## src/rtl/fpu_arbiter.sv

```systemverilog
// fpu_arbiter: shares one fpu between N_REQ requesters.
// Requests are granted round-robin. The winner's operands are latched and
// presented to the fpu through an order/accepted/done handshake. The result
// goes back to the owner with a one-cycle done pulse.
module fpu_arbiter #(
   parameter int N_REQ = 2,
   parameter int ID_W  = 1
) (
   input  logic                  clk,
   input  logic                  rstn,
   input  logic [N_REQ-1:0]      req_order,
   input  logic [3*N_REQ-1:0]    req_func3,
   input  logic [7*N_REQ-1:0]    req_func7,
   input  logic [32*N_REQ-1:0]   req_rs1,
   input  logic [32*N_REQ-1:0]   req_rs2,
   output logic [N_REQ-1:0]      req_accepted,
   output logic [N_REQ-1:0]      req_done,
   output logic [31:0]           rd,
   output logic                  busy,
   output logic                  fpu_order,
   output logic [2:0]            fpu_func3,
   output logic [6:0]            fpu_func7,
   output logic [31:0]           fpu_rs1,
   output logic [31:0]           fpu_rs2,
   input  logic                  fpu_accepted,
   input  logic                  fpu_done,
   input  logic [31:0]           fpu_rd
);

   // One extra bit so that pointer + offset can exceed N_REQ before wrapping.
   localparam int CW = ID_W + 1;

   typedef enum logic [1:0] {
      IDLE  = 2'd0,
      ISSUE = 2'd1,
      WAIT  = 2'd2
   } state_e;

   state_e              state_q, state_d;
   logic [ID_W-1:0]     ptr_q;
   logic [ID_W-1:0]     owner_q;
   logic [2:0]          func3_q;
   logic [6:0]          func7_q;
   logic [31:0]         rs1_q;
   logic [31:0]         rs2_q;
   logic [31:0]         rd_q;
   logic [N_REQ-1:0]    acc_q;
   logic [N_REQ-1:0]    done_q;

   logic                win_valid_s;
   logic [ID_W-1:0]     win_id_s;
   logic [CW-1:0]       cand_s;
   logic [ID_W-1:0]     ptr_nxt_s;
   logic [2:0]          win_func3_s;
   logic [6:0]          win_func7_s;
   logic [31:0]         win_rs1_s;
   logic [31:0]         win_rs2_s;
   logic                fpu_order_s;
   logic                busy_s;

   // Convert a requester index into a one-hot vector.
   function automatic logic [N_REQ-1:0] id_to_onehot(input logic [ID_W-1:0] id);
      logic [N_REQ-1:0] oh;
      oh = '0;
      for (int i = 0; i < N_REQ; i++) begin
         if (id == ID_W'(i)) begin
            oh[i] = 1'b1;
         end else begin
            oh[i] = 1'b0;
         end
      end
      return oh;
   endfunction

   // Round-robin search: first requesting index at or after the pointer, wrapping.
   always_comb begin
      win_valid_s = 1'b0;
      win_id_s    = '0;
      cand_s      = '0;
      for (int k = 0; k < N_REQ; k++) begin
         cand_s = {1'b0, ptr_q} + CW'(k);
         if (cand_s >= CW'(N_REQ)) begin
            cand_s = cand_s - CW'(N_REQ);
         end else begin
            cand_s = cand_s;
         end
         for (int i = 0; i < N_REQ; i++) begin
            if (!win_valid_s && req_order[i] && (cand_s == CW'(i))) begin
               win_valid_s = 1'b1;
               win_id_s    = ID_W'(i);
            end else begin
               win_valid_s = win_valid_s;
            end
         end
      end
   end

   // Pointer value after a grant: the requester following the winner.
   always_comb begin
      if (win_id_s == ID_W'(N_REQ - 1)) begin
         ptr_nxt_s = '0;
      end else begin
         ptr_nxt_s = win_id_s + ID_W'(1);
      end
   end

   // Select the winner's operand slices from the packed request buses.
   always_comb begin
      win_func3_s = 3'd0;
      win_func7_s = 7'd0;
      win_rs1_s   = 32'd0;
      win_rs2_s   = 32'd0;
      for (int i = 0; i < N_REQ; i++) begin
         if (win_id_s == ID_W'(i)) begin
            win_func3_s = req_func3[i*3 +: 3];
            win_func7_s = req_func7[i*7 +: 7];
            win_rs1_s   = req_rs1[i*32 +: 32];
            win_rs2_s   = req_rs2[i*32 +: 32];
         end else begin
            win_func3_s = win_func3_s;
         end
      end
   end

   // State register.
   always_ff @(posedge clk or negedge rstn) begin
      if (!rstn) begin
         state_q <= IDLE;
      end else begin
         state_q <= state_d;
      end
   end

   // Next-state logic; a done in ISSUE wins over accepted and skips WAIT.
   always_comb begin
      state_d = state_q;
      case (state_q)
         IDLE: begin
            if (win_valid_s) begin
               state_d = ISSUE;
            end else begin
               state_d = IDLE;
            end
         end
         ISSUE: begin
            if (fpu_done) begin
               state_d = IDLE;
            end else if (fpu_accepted) begin
               state_d = WAIT;
            end else begin
               state_d = ISSUE;
            end
         end
         WAIT: begin
            if (fpu_done) begin
               state_d = IDLE;
            end else begin
               state_d = WAIT;
            end
         end
         default: state_d = IDLE;
      endcase
   end

   // Output decode; order must be low in WAIT or the fpu restarts after done.
   always_comb begin
      fpu_order_s = 1'b0;
      busy_s      = 1'b0;
      case (state_q)
         IDLE: begin
            fpu_order_s = 1'b0;
            busy_s      = 1'b0;
         end
         ISSUE: begin
            fpu_order_s = 1'b1;
            busy_s      = 1'b1;
         end
         WAIT: begin
            fpu_order_s = 1'b0;
            busy_s      = 1'b1;
         end
         default: begin
            fpu_order_s = 1'b0;
            busy_s      = 1'b0;
         end
      endcase
   end

   // Datapath: latch winner operands, pointer, result and the one-cycle pulses.
   always_ff @(posedge clk or negedge rstn) begin
      if (!rstn) begin
         ptr_q   <= '0;
         owner_q <= '0;
         func3_q <= 3'd0;
         func7_q <= 7'd0;
         rs1_q   <= 32'd0;
         rs2_q   <= 32'd0;
         rd_q    <= 32'd0;
         acc_q   <= '0;
         done_q  <= '0;
      end else begin
         acc_q  <= '0;
         done_q <= '0;
         case (state_q)
            IDLE: begin
               if (win_valid_s) begin
                  owner_q <= win_id_s;
                  func3_q <= win_func3_s;
                  func7_q <= win_func7_s;
                  rs1_q   <= win_rs1_s;
                  rs2_q   <= win_rs2_s;
                  ptr_q   <= ptr_nxt_s;
                  acc_q   <= id_to_onehot(win_id_s);
               end
            end
            ISSUE, WAIT: begin
               if (fpu_done) begin
                  rd_q   <= fpu_rd;
                  done_q <= id_to_onehot(owner_q);
               end
            end
            default: begin
               acc_q  <= '0;
               done_q <= '0;
            end
         endcase
      end
   end

   assign req_accepted = acc_q;
   assign req_done     = done_q;
   assign rd           = rd_q;
   assign busy         = busy_s;
   assign fpu_order    = fpu_order_s;
   assign fpu_func3    = func3_q;
   assign fpu_func7    = func7_q;
   assign fpu_rs1      = rs1_q;
   assign fpu_rs2      = rs2_q;

endmodule

```

## config.mk

```make
export PLATFORM = sky130hd
export DESIGN_NAME = fpu_arbiter
export DESIGN_NICKNAME = d
export VERILOG_FILES = /design/src/rtl/fpu_arbiter.sv
export SDC_FILE = /design/constraint.sdc
export NUM_CORES = 1
export LEC_CHECK = 0
export ABC_AREA = 1
export CORE_MARGIN = 10
export CORE_UTILIZATION = 40
export DETAILED_ROUTE_END_ITERATION = 16
export HOLD_SLACK_MARGIN = 0.08
export PLACE_DENSITY = 0.81
export SETUP_SLACK_MARGIN = 0.3
export SLEW_MARGIN = 15
export SYNTH_ARGS = -nofsm -noshare
export SYNTH_HDL_FRONTEND = slang
export SYNTH_SLANG_ARGS = --single-unit
```

## constraint.sdc

```tcl
create_clock -name clk -period 1.9 [get_ports clk]
set_input_delay 0.38 -clock clk [delete_from_list [all_inputs] [get_ports clk]]
set_output_delay 0.38 -clock clk [all_outputs]
set_load 0.05 [all_outputs]
```

==> results of run 1 <==
-- worst max-delay path by stage --
stage | start | to | slack (ns) | cells past startpoint
6_report | state_q[1] | busy | 0.24 | 3
2_1_floorplan | state_q[0] | rd[0] | 0.36 | 7
4_1_cts | state_q[1] | busy | 0.22 | 3
3_5_place_dp | req_order[0] | fpu_rs2[7] | 0.04 | 5
5_1_grt | state_q[1] | busy | 0.20 | 3
3_3_place_gp | req_order[0] | fpu_rs2[21] | 0.08 | 5
-- final cells by class --
| cell class | count | area [µm²] | area share |
|---|---|---|---|
| Timing Repair Buffer | 322 | 3060 | 0.337 |
| Sequential cell | 114 | 2850 | 0.314 |
| Multi-Input combinational cell | 443 | 2100 | 0.231 |
| Clock buffer | 25 | 505 | 0.0557 |
| Inverter | 70 | 265 | 0.0292 |
| Tap cell | 180 | 225 | 0.0248 |
| Clock inverter | 5 | 75.1 | 0.00827 |
-- state kept, by name (all words and copies together) (netlist names) --
name          count
fpu_func3         3
fpu_func7         7
fpu_rs1          32
fpu_rs2          32
owner_q           1
ptr_q             1
rd               32
req_accepted      2
req_done          2
state_q           2
-- what timing repair did --
| action | in CTS | in global routing |
|---|---|---|
| hold buffers | 1 | 0 |
| setup buffers | 4 | 0 |
| gates resized for setup | 43 | 2 |
| endpoints found under the hold margin | 13 | 0 |
| gates cloned | 0 | 0 |
| setup endpoints to repair | 47 | 26 |
| pin swaps | 1 | 0 |
-- synth_stat cells, types with 3 or more instances --
library cell / instances
buf_6: 13
clkbuf_8: 8
o21ai_0: 3
nand2_1: 203
nor2_1: 4
buf_4: 5
inv_1: 68
nand4_1: 44
dfrtp_1: 114
clkbuf_1: 8
ha_1: 4
nand3_1: 180
buf_2: 18
-- report_power, final --
part / internal [mW] / switching (mW)
clock network: 2.08 / 1.04
logic: 3.08 / 7.05
registers: 3.61 / 0.676
-- per-layer routing --
metal / up-vias / track usage / share of wire
met2: 253 / 0.362 / 0.50
li1: 2796 / - / -
met3: 29 / 0.0764 / 0.086
met4: 0 / 0.0681 / 0.018
met1: 2817 / 0.252 / 0.40
met5: - / 0 / 0
-- per-stage QoR --
step | cell area, µm² | hold slack [ns] | cells | power, mW
after floorplan | 5650 | 0.0844 | 683 | 11.1
final | 9080 | 0.383 | 1159 | 17.5
after global routing | 9080 | 0.407 | 1159 | 18.5
after detailed placement | 8430 | 0.267 | 1124 | 14.4
after CTS | 9080 | 0.375 | 1159 | 17.7
after global placement | 8430 | 0.265 | 1124 | 14.3
-- critical path, delay by kind of cell (launching register included) --
family / cells / cell delay, ns
fa+ha+maj: 1 / 0.23
flops: 1 / 0.39
buf+inv: 2 / 0.25
-- cell families after synthesis --
family / after synthesis / synth area share
AO/OA/AOI/OAI: 6 / 0.00932
adder cells (fa/ha/maj): 4 / 0.00888
buffers and inverters: 126 / 0.126
flip-flops: 114 / 0.506
AND/OR/NAND/NOR: 433 / 0.349
==> flow_summary.json, run 1 <==
{
  "synth.area.top_cells": "dfrtp_1 51%, nand3_1 16%, nand2_1 14%, nand4_1 4.9%, inv_1 4.5%",
  "io_pins": 298,
  "final_util": 0.657,
  "vias_per_cell": 5.09,
  "r2r_slack_ns": 0.37,
  "antenna_found_initial": 0,
  "worst_path_max_delay_cell": "dfrtp_1",
  "ir_drop_uv": 1080,
  "pre_cts_slack_ns": 0.0385,
  "dieArea_mm2": 0.0192,
  "groute.usage.overall": 0.216,
  "rsz0062_at_grt": "true",
  "crit_required_ns": 1.52,
  "arrival_ns": 1.28,
  "slew_headroom": 0.729,
  "htreeDepth": 4,
  "drt_wl_total_um": 21100,
  "clkLatencyLatePin_ns": 0.41,
  "crit_fanout": 2,
  "final_cell_mix": "203 x nand2_1, 183 x clkdlybuf4s50_1, 180 x nand3_1, 114 x dfrtp_1, 112 x buf_4",
  "fmax_mhz": 602,
  "reg2reg_to": "rd[15]",
  "fin_crit_sh": 0.875,
  "first_global_vias": 5992,
  "cellLeakagePower_nw": 4.60,
  "gp_congestion": 0.841,
  "period_needed_ns": 1.66,
  "syn_nets": 873,
  "outcome": "complete, no violations",
  "ant_nets": 0,
  "final_common_cell": "nand2_1",
  "cts.path.max_buffers": 2,
  "drcViolationCount": 0,
  "drtPass1Iterations": 5,
  "hp-class": "primary input to async pin",
  "drtIter0Drc": 294,
  "cts_tree": "built",
  "slew_violations": 0,
  "r2r_cells": 7,
  "fp.dieH_um": 139,
  "synth_edf_count": 0,
  "finalSetupViolCount": 0,
  "synth_top_area_frac": 0.506,
  "seq_area_frac_synth": 0.506,
  "synthArstFlopShare": 1.00,
  "path_clk_slew_ns": 0.05,
  "worst_slack_ns": 0.238,
  "synthCells": 683,
  "criticalPathCategory": "flop to primary output",
  "hpwl_um": 15300,
  "grt_pass1_wl_um": 33400,
  "row_count": 43,
  "synth_ff_type": "dfrtp_1",
  "worst_slew_pin_slew_ns": 0.407,
  "diodes": 0,
  "max_stage_delay_ns": 0.39,
  "nets": 1158,
  "cts-buffers-inserted": 17,
  "clkSinkCount": 114,
  "overflow": 0,
  "finClkSkew_ns": 0.00876,
  "wl_per_cell_um": 18.2,
  "grt_max_degree": 70,
  "synth_cell_type_count": 22,
  "ys_warn_count": 0,
  "clockRootBuffer": "clkbuf_16",
  "crit_chain": "inv_2 > ha_4 > buf_12",
  "tns_ns": 0,
  "crit-reg2reg-launch": "state_q[1]",
  "hold_viol": 0,
  "route.vias.total": 5895,
  "coreArea_mm2": 0.0138,
  "maxCapViolCount": 0,
  "powerDensity_mw_per_mm2": 1930,
  "area_growth_pct": 61.1,
  "synth_top_area_cell": "dfrtp_1",
  "synth-seq-cells": 114,
  "endpoint_kind": "primary output",
  "netlist_area_mm2": 0.00564,
  "drive_above_1_share": 0.179,
  "avgSynthCellArea_um2": 8.25,
  "die_w_um": 139,
  "worstSetupStartpointType": "flop",
  "fillers": 1160,
  "io_buffers": 297,
  "initial_utilization": 0.408
}
No activity file was read; power rests on OpenSTA's default activity.
==> run 2, diff against run 1 <==
==> constraint.sdc (replaced) <==
create_clock -name clk -period 1.8 [get_ports clk]
set_input_delay 0.36 -clock clk [delete_from_list [all_inputs] [get_ports clk]]
set_output_delay 0.36 -clock clk [all_outputs]
set_load 0.05 [all_outputs]
==> run 2 against run 1 <==
Net effect: clock skew shrank 0.0032 ns; final cell count up 0.86%; core utilization up 0.49 points; largest power group unchanged; largest cell class unchanged; register-to-register slack got worse by 0.04 ns.
==> flow_summary.json, run 2 (synthesis gave the netlist of run 1 again) <==
{
  "outcome": "complete, no violations",
  "grt_max_degree": 67,
  "route.vias.total": 5863,
  "hpwl_um": 15600,
  "clkSinkCount": 114,
  "final_util": 0.662,
  "path_clk_slew_ns": 0.05,
  "dieArea_mm2": 0.0192,
  "gp_congestion": 0.845,
  "clkLatencyLatePin_ns": 0.40,
  "endpoint_kind": "primary output",
  "slew_headroom": 0.742,
  "fin_crit_sh": 0.910,
  "drtPass1Iterations": 5,
  "drt_wl_total_um": 21400,
  "initial_utilization": 0.408,
  "whs_ns": 0.396,
  "criticalPathCategory": "flop to primary output",
  "worst_slew_pin_slew_ns": 0.388,
  "drcViolationCount": 0,
  "finClkSkew_ns": 0.00560,
  "crit_required_ns": 1.44,
  "finalSetupViolCount": 0,
  "rsz0062_at_grt": "true",
  "row_count": 43,
  "die_w_um": 139,
  "htreeDepth": 4,
  "slew_violations": 0,
  "worst_slack_ns": 0.163,
  "worstSetupStartpointType": "flop",
  "hp-class": "primary input to async pin",
  "wl_per_cell_um": 18.3,
  "cts_tree": "built",
  "critical-path-top-delay-family": "flip-flops",
  "crit_fanout": 2,
  "area_growth_pct": 62.3,
  "max_stage_delay_ns": 0.38,
  "final_cell_mix": "203 x nand2_1, 183 x clkdlybuf4s50_1, 180 x nand3_1, 129 x buf_4, 114 x dfrtp_1",
  "first_global_vias": 5976,
  "vias_per_cell": 5.02,
  "cts.path.max_buffers": 2,
  "io_buffers": 297,
  "period_needed_ns": 1.64,
  "arrival_ns": 1.28,
  "worst_path_max_delay_cell": "dfrtp_1",
  "coreArea_mm2": 0.0138,
  "cellLeakagePower_nw": 4.65,
  "cts-buffers-inserted": 17,
  "hold_viol": 0,
  "critical_path_buf_inv_count": 2,
  "tns_ns": 0,
  "ir_drop_uv": 1150,
  "nets": 1165,
  "ant_nets": 0,
  "pre_cts_slack_ns": -0.0138,
  "r2r_cells": 7,
  "io_pins": 298,
  "fp.dieH_um": 139,
  "grt_pass1_wl_um": 33500,
  "antenna_found_initial": 2,
  "final_common_cell": "nand2_1",
  "clockRootBuffer": "clkbuf_16",
  "overflow": 0,
  "groute.usage.overall": 0.215,
  "drive_above_1_share": 0.187,
  "maxCapViolCount": 0,
  "drtIter0Drc": 395,
  "crit_chain": "inv_2 > ha_4 > buf_12",
  "fin_total_pwr_mw": 18.8,
  "powerDensity_mw_per_mm2": 2060,
  "fmax_mhz": 611,
  "path_depth": 3
}
[run 2: final cells by class]
cell class,instances,area (µm²)
fillers,1145,4680
inverters,70,265
clock buffers,23,488
clock inverters,9,128
repair buffers,329,3090
flip-flops and latches,114,2850
multi-input cells,443,2100
diodes,1,2.50
well taps,180,225
[run 2: worst paths after layout]
check                                        to          from  slack (ns)
worst max register to register           rd[11]    state_q[0]        0.33
worst min register to register      req_done[0]       owner_q        0.44
worst max-delay path                       busy    state_q[0]        0.16
min in group clk                req_accepted[1]  req_order[1]        0.43
max in group asynchronous            fpu_rs2[9]          rstn        0.82
worst min-delay path                fpu_rs2[15]          rstn        0.40
[run 2: worst reg2reg max path, delay by kind of cell (launching register included)]
family,cells,cell delay (ns)
buf+inv,3,0.46
flops,1,0.38
fa+ha+maj,1,0.29
simple gates,3,0.23
[run 2: report_power, final]
| group | internal [mW] | switching (mW) | leakage, nW |
|---|---|---|---|
| combinational | 3.34 | 7.47 | 2.95 |
| clock | 2.32 | 1.16 | 0.295 |
| sequential | 3.81 | 0.701 | 1.40 |
[run 2: metal layers]
metal / track usage / share of wire
met5: 0 / 0.00042
met4: 0.0681 / 0.020
met3: 0.0719 / 0.086
met2: 0.356 / 0.49
met1: 0.259 / 0.40
[run 2: timing repair]
action,CTS,global route
hold buffers,1,0
pin swaps,1,1
resized for setup,6,2
buffers inserted,4,1
endpoints found under the hold margin,17,0
setup endpoints to repair,34,35
[run 2: stage by stage]
step	instance area (µm²)	std cells
floorplan	5650	683
global placement	8460	1130
detailed placement	8460	1130
CTS	9130	1167
global route	9150	1168
finish	9150	1169
==> run 3, diff against run 2 <==
--- a/config.mk
+++ b/config.mk
@@ -9,10 +9,10 @@
 export CORE_MARGIN = 10
 export CORE_UTILIZATION = 40
 export DETAILED_ROUTE_END_ITERATION = 16
-export HOLD_SLACK_MARGIN = 0.08
+export HOLD_SLACK_MARGIN = 0.12
 export PLACE_DENSITY = 0.81
 export SETUP_SLACK_MARGIN = 0.3
-export SLEW_MARGIN = 15
+export SLEW_MARGIN = 25
 export SYNTH_ARGS = -nofsm -noshare
 export SYNTH_HDL_FRONTEND = slang
 export SYNTH_SLANG_ARGS = --single-unit
==> results of run 3 <==
The final DEF is identical to that of run 2; final timing and power are the same.
